### config.mk
export PLATFORM = sky130hd
export DESIGN_NAME = pkt_loader
export DESIGN_NICKNAME = d
export VERILOG_FILES = /design/src/rtl/pkt_loader.sv
export SDC_FILE = /design/constraint.sdc
export NUM_CORES = 1
export LEC_CHECK = 0
export BUFFER_PORTS_ARGS = -buffer_cell sky130_fd_sc_hd__buf_2
export CAP_MARGIN = 15
export CORE_MARGIN = 1
export CORE_UTILIZATION = 46
export DETAILED_ROUTE_END_ITERATION = 8
export GPL_TIMING_DRIVEN = 0
export PLACE_DENSITY = 0.7
export REMOVE_ABC_BUFFERS = 1
export SYNTH_ARGS = -nofsm -noshare
export SYNTH_HDL_FRONTEND = slang
export SYNTH_SLANG_ARGS = --single-unit
export TNS_END_PERCENT = 10
### constraint.sdc
create_clock -name clk -period 10.5 [get_ports clk]
set_input_delay 1.05 -clock clk [delete_from_list [all_inputs] [get_ports clk]]
set_output_delay 1.05 -clock clk [all_outputs]
set_load 0.005 [all_outputs]
### src/rtl/pkt_loader.sv
// pkt_loader
//   Packs an inbound byte stream into little-endian 32-bit words, writes each
//   completed (or final partial) word to memory at base + 4*word_index, then
//   raises start_o toward an executor and holds it until exec_done_i.
//
// Ports
//   clk, rst          : clock, synchronous active-high reset
//   rx_valid_i/rx_data_i/rx_last_i/rx_ready_o : inbound byte handshake
//   base_addr_i       : packet buffer byte address, sampled on the first byte
//   mem_ce_o/mem_we_o/mem_addr_o/mem_width_o/mem_data_o : registered write port
//   start_o/start_addr_o/exec_done_i : executor handshake
//   pkt_len_o         : bytes stored for the current packet (saturating)
//   overflow_o        : packet ran past MAX_BYTES
module pkt_loader #(
  parameter int MAX_BYTES = 2048
) (
  input  logic        clk,
  input  logic        rst,
  input  logic        rx_valid_i,
  input  logic [7:0]  rx_data_i,
  input  logic        rx_last_i,
  output logic        rx_ready_o,
  input  logic [31:0] base_addr_i,
  output logic        mem_ce_o,
  output logic        mem_we_o,
  output logic [31:0] mem_addr_o,
  output logic [3:0]  mem_width_o,
  output logic [31:0] mem_data_o,
  output logic        start_o,
  output logic [31:0] start_addr_o,
  input  logic        exec_done_i,
  output logic [15:0] pkt_len_o,
  output logic        overflow_o
);

  typedef enum logic [2:0] {IDLE, FILL, FLUSH, START, WAIT_DONE} state_t;

  localparam logic [16:0] MAX_L = 17'(MAX_BYTES);

  state_t      state, state_nxt;
  logic [31:0] asm_word;
  logic        accept;
  logic        in_range;
  logic        emit_word;
  logic [15:0] idx;
  logic [31:0] word_base;
  logic [31:0] byte_off;
  logic [31:0] packed_word;

  function automatic logic [31:0] put_byte(input logic [31:0] w, input logic [1:0] lane,
                                           input logic [7:0] b);
    logic [31:0] r;
    r = w;
    case (lane)
      2'd0:    r[7:0]   = b;
      2'd1:    r[15:8]  = b;
      2'd2:    r[23:16] = b;
      default: r[31:24] = b;
    endcase
    return r;
  endfunction

  assign rx_ready_o = !rst && ((state == IDLE) || (state == FILL));
  assign accept     = rx_valid_i && rx_ready_o;
  assign start_o    = (state == START) || (state == WAIT_DONE);

  // In IDLE the incoming byte is byte 0 of a fresh packet: the stale length,
  // assembly word and latched base must not leak into it.
  always_comb begin
    idx         = (state == IDLE) ? 16'd0 : pkt_len_o;
    word_base   = (state == IDLE) ? base_addr_i : start_addr_o;
    in_range    = ({1'b0, idx} < MAX_L);
    packed_word = put_byte((state == IDLE) ? 32'd0 : asm_word, idx[1:0], rx_data_i);
    byte_off    = {16'd0, idx[15:2], 2'b00};
    // A final partial word is written on the same edge as its last byte, so
    // the write is visible during the single FLUSH cycle.
    emit_word   = in_range && ((idx[1:0] == 2'd3) || rx_last_i);
  end

  always_comb begin
    state_nxt = state;
    case (state)
      IDLE, FILL: if (accept) state_nxt = rx_last_i ? FLUSH : FILL;
      FLUSH:      state_nxt = START;
      START:      state_nxt = exec_done_i ? IDLE : WAIT_DONE;
      WAIT_DONE:  state_nxt = exec_done_i ? IDLE : WAIT_DONE;
      default:    state_nxt = IDLE;
    endcase
  end

  always_ff @(posedge clk) begin
    if (rst) begin
      state        <= IDLE;
      pkt_len_o    <= '0;
      overflow_o   <= 1'b0;
      start_addr_o <= '0;
      asm_word     <= '0;
      mem_ce_o     <= 1'b0;
      mem_we_o     <= 1'b0;
      mem_addr_o   <= '0;
      mem_width_o  <= '0;
      mem_data_o   <= '0;
    end else begin
      state       <= state_nxt;
      mem_ce_o    <= 1'b0;
      mem_we_o    <= 1'b0;
      mem_addr_o  <= '0;
      mem_width_o <= '0;
      mem_data_o  <= '0;
      if (accept) begin
        if (state == IDLE) begin
          start_addr_o <= base_addr_i;
          overflow_o   <= 1'b0;
        end
        if (in_range) begin
          pkt_len_o <= idx + 16'd1;
          // Once a word is handed to the write stage the assembly register is
          // free again, so unused lanes of the next partial word read as zero.
          asm_word  <= emit_word ? 32'd0 : packed_word;
          if (emit_word) begin
            mem_ce_o    <= 1'b1;
            mem_we_o    <= 1'b1;
            mem_width_o <= 4'd4;
            mem_addr_o  <= word_base + byte_off;
            mem_data_o  <= packed_word;
          end
        end else begin
          overflow_o <= 1'b1;
        end
      end
    end
  end

endmodule

==> results.sh <==
export IMPL_cpMaxStageDelayCell="nor3_4"
export IMPL_synth_edff_count=0
export IMPL_drive_gt1_frac=0.2218
export IMPL_ir_worst_vdd_v=0.00009723
export IMPL_fin_tns_setup_ps=0
export IMPL_grt_overflow=0
export IMPL_reg2reg_from="state[0]"
export IMPL_ctsHoldBuffers=0
export IMPL_grt_busiest_layer="met2"
export IMPL_finalHoldWorstSlack_ps=458.7
export IMPL_insertion_delay_ps=430
export IMPL_min_period_over_period=0.4074
export IMPL_antenna_found_initial=1
export IMPL_synth_area_leaders="dfxtp_1 44%, nand2_1 8.8%, nor2_1 7.6%"
export IMPL_cts_resized=0
export IMPL_whs_endpoint="asm_word[26]"
export IMPL_std_cell_rows=44
export IMPL_setup_slack_ps=6222
export IMPL_cp_data_arrival_time_ps=4620
export IMPL_diodes=0
export IMPL_nets=1048
export IMPL_drt_pass1_iterations=5
export IMPL_clock_sinks=149
export IMPL_seq_power_share=0.440
export IMPL_met3_usage=0.04945
export IMPL_clockPowerShare=0.443
export IMPL_cp_slowest_stage_delay_ps=820
export IMPL_cp_end_kind="flop"
export IMPL_port_buffers=162
export IMPL_yosysTopAreaCellShare=0.4368
export IMPL_yosys_top_cells_count="160 x nand2_1, 149 x dfxtp_1, 139 x nor2_1"
export IMPL_grt_first_pass_wirelength_mm=27.71
export IMPL_required_ps=10840
export IMPL_cp_cell_sequence="nor3_4 > mux2i_1 > inv_1 > ha_1 > a211oi_1 > o21ai_0 > nand3_1 > nor4b_2 > o2111ai_2 > o21a_1 > nor3_1"
export IMPL_syn_to_final_growth_pct=22.06
export IMPL_start_kind="flop"
export IMPL_drc_errors=0
export IMPL_hp_class="reg -> reg"
export IMPL_p_int_uw=981.5
export IMPL_r2r_cells=11
export IMPL_grt_usage=0.2347
export IMPL_cts_root_buffer="clkbuf_16"
export IMPL_drv_cap=0
export IMPL_viasPerCell=5.358
export IMPL_die_area_um2=15340
export IMPL_use_met1=0.3044
export IMPL_power_switching_uw=360.7
export IMPL_grt_util_met2=0.3802
export IMPL_drv_slew=0
export IMPL_first_global_vias=5544
export IMPL_crit_family="simple AND/OR/NAND/NOR gates"
export IMPL_tightest_slew_ps=991.2
export IMPL_synth_top_area_cell="dfxtp_1"
export IMPL_synth_most_common_cell="nand2_1"
export IMPL_drtIter0Drc=481
export IMPL_postCtsSetupRepairBufs=0
export IMPL_vias=6349
export IMPL_path_buf_inv=1
export IMPL_synth_seq_cells=149
export IMPL_synthCells=855
export IMPL_postRouteAntennaNets=0
export IMPL_wl_mm=17.93
export IMPL_grt_max_degree=84
export IMPL_core_area_um2=14530
export IMPL_p_comb_frac=0.117
export IMPL_placed_area_um2=7751
export IMPL_die_x_um=123.8
export IMPL_power_density_nw_per_um2=161.0
export IMPL_cts_clk_slew_worst_paths_ps=60
export IMPL_synthArstFlopShare=0
export IMPL_fmax_mhz=233.7
export IMPL_syn_area_per_cell_um2=7.987
export IMPL_num_fill_cells=1365
export IMPL_r2r_end="mem_addr_o[31]"
export IMPL_swShare=0.2687
export IMPL_syn_area_um2=6829
export IMPL_p_leak_uw=0.003720
export IMPL_io_pins=166
export IMPL_hpwl_mm=12.02
export IMPL_cp_max_fo=19
export IMPL_htreeDepth=4
export IMPL_place_congestion=0.8530
export IMPL_status="finished, final reports clean"
export IMPL_start_util=0.4699
export IMPL_fin_area_um2=8335
export IMPL_regToRegSetupSlack_ps=6220
export IMPL_min_period_ps=4278
export IMPL_ys_types=59
export IMPL_whs_path_depth=1
export IMPL_synth_warnings=0
export IMPL_fin_skew_ps=14.37
export IMPL_hp_start="asm_word[26]"
export IMPL_ys_flop_type="dfxtp_1"
export IMPL_drt_wirelength_per_cell_um=15.13
export IMPL_cts_tree="yes"
export IMPL_synth_seq_area_share=0.4368
export IMPL_rsz0062_at_grt="false"
export IMPL_critPathKind="reg -> reg"
export IMPL_maxSlewHeadroom=0.3367
export IMPL_cts_max_path_buffers=2
export IMPL_setup_violations=0
export IMPL_dpl_worst_slack_ps=5640
export IMPL_hold_viol=0
export IMPL_cts_inserted_buffers=17
export IMPL_die_height_um=123.8
-- cells in the final DEF, fill, tap and decap left out, types with 4 or more instances in the layout --
master and count:
nor3b_1 7, nand4_1 7, xnor2_1 15, a22oi_1 27, a21o_1 5, nand3b_1 8, nor3_1 20, mux2i_1 17
nor2b_1 7, nand2b_1 4, nand2_1 160, nand3_1 15, inv_1 5, a31oi_1 7, nor2_1 138, and3_1 13
clkbuf_16 17, o21a_1 7, xor2_1 7, dfxtp_1 149, mux2_2 9, and2_1 23, inv_6 4, a21oi_1 66
a211oi_1 5, buf_2 162, ha_1 14, o21ai_0 21, clkinv_4 4
-- how the worst max path moves through the flow --
stage / cells after the start / to / startpoint / slack [ps]
final: 11 / mem_addr_o[31] / state[0] / 6220
after global routing: 12 / mem_addr_o[20] / state[0] / 5890
after CTS: 9 / mem_addr_o[26] / rst / 6070
after detailed placement: 9 / mem_addr_o[26] / rst / 5640
after global placement: 7 / mem_addr_o[2] / rst / 2470
after floorplan: 6 / mem_addr_o[2] / state[2] / 5620
-- kinds of logic (layout without fill, tap and decap cells) --
logic type               Yosys count  after routing  share of synthesized area
flip-flops                       149            149                     0.4368
XOR/XNOR                          22             22                    0.02822
multiplexers                      26             26                    0.03976
AO/OA/AOI/OAI                    163            163                     0.1526
adder cells (fa/ha/maj)           15             15                    0.02858
buffers and inverters             62            206                    0.04085
AND/OR/NAND/NOR                  417            417                     0.2726
other                              1              3                  0.0005491
-- final cells by class --
| class | count | area (um^2) | share of cell area |
|---|---|---|---|
| Multi-Input combinational cell | 646 | 3595 | 0.4313 |
| Sequential cell | 149 | 2983 | 0.3579 |
| Timing Repair Buffer | 168 | 928.4 | 0.1114 |
| Clock buffer | 20 | 456.7 | 0.05479 |
| Tap cell | 184 | 230.2 | 0.02762 |
| Clock inverter | 12 | 120.1 | 0.01441 |
| Inverter | 6 | 22.52 | 0.002702 |
-- registers in the layout (all words and copies together), names as in the netlist, named ones only --
signal / flops
asm_word: 32
mem_addr_o: 32
mem_data_o: 32
start_addr_o: 31
pkt_len_o: 16
state: 3
mem_width_o: 1
overflow_o: 1
-- metal layers --
layer	vias up	share of wire
met4	2	0.021
met2	204	0.46
li1	3169	-
met1	2944	0.46
met5	-	0.00056
met3	30	0.057
-- stage by stage --
stage	util	total power (uW)	std cells
after floorplan	-	690.0	801
after global placement	0.5244	749.6	1147
after detailed placement	0.5333	758.5	1152
after CTS	0.5730	1347	1184
after global routing	0.5735	1396	1185
final	0.5735	1342	1185
-- worst register-to-register path, cell delays in order (launching register included) --
cell and delay (ps):
dfxtp_1 410, nor3_4 820, mux2i_1 440, inv_1 80
ha_1 300, a211oi_1 90, o21ai_0 300, nand3_1 260
nor4b_2 800, o2111ai_2 290, o21a_1 240, nor3_1 160
-- power by group through the flow --
| stage | Sequential, uW | Clock, uW | Combinational [uW] |
|---|---|---|---|
| after floorplan | 603 | 0 | 87.4 |
| after global placement | 602 | 0 | 147 |
| after detailed placement | 603 | 0 | 155 |
| after CTS | 591 | 600 | 156 |
| after global routing | 593 | 630 | 173 |
| final | 591 | 594 | 157 |
(Power assumes the default switching activity.)
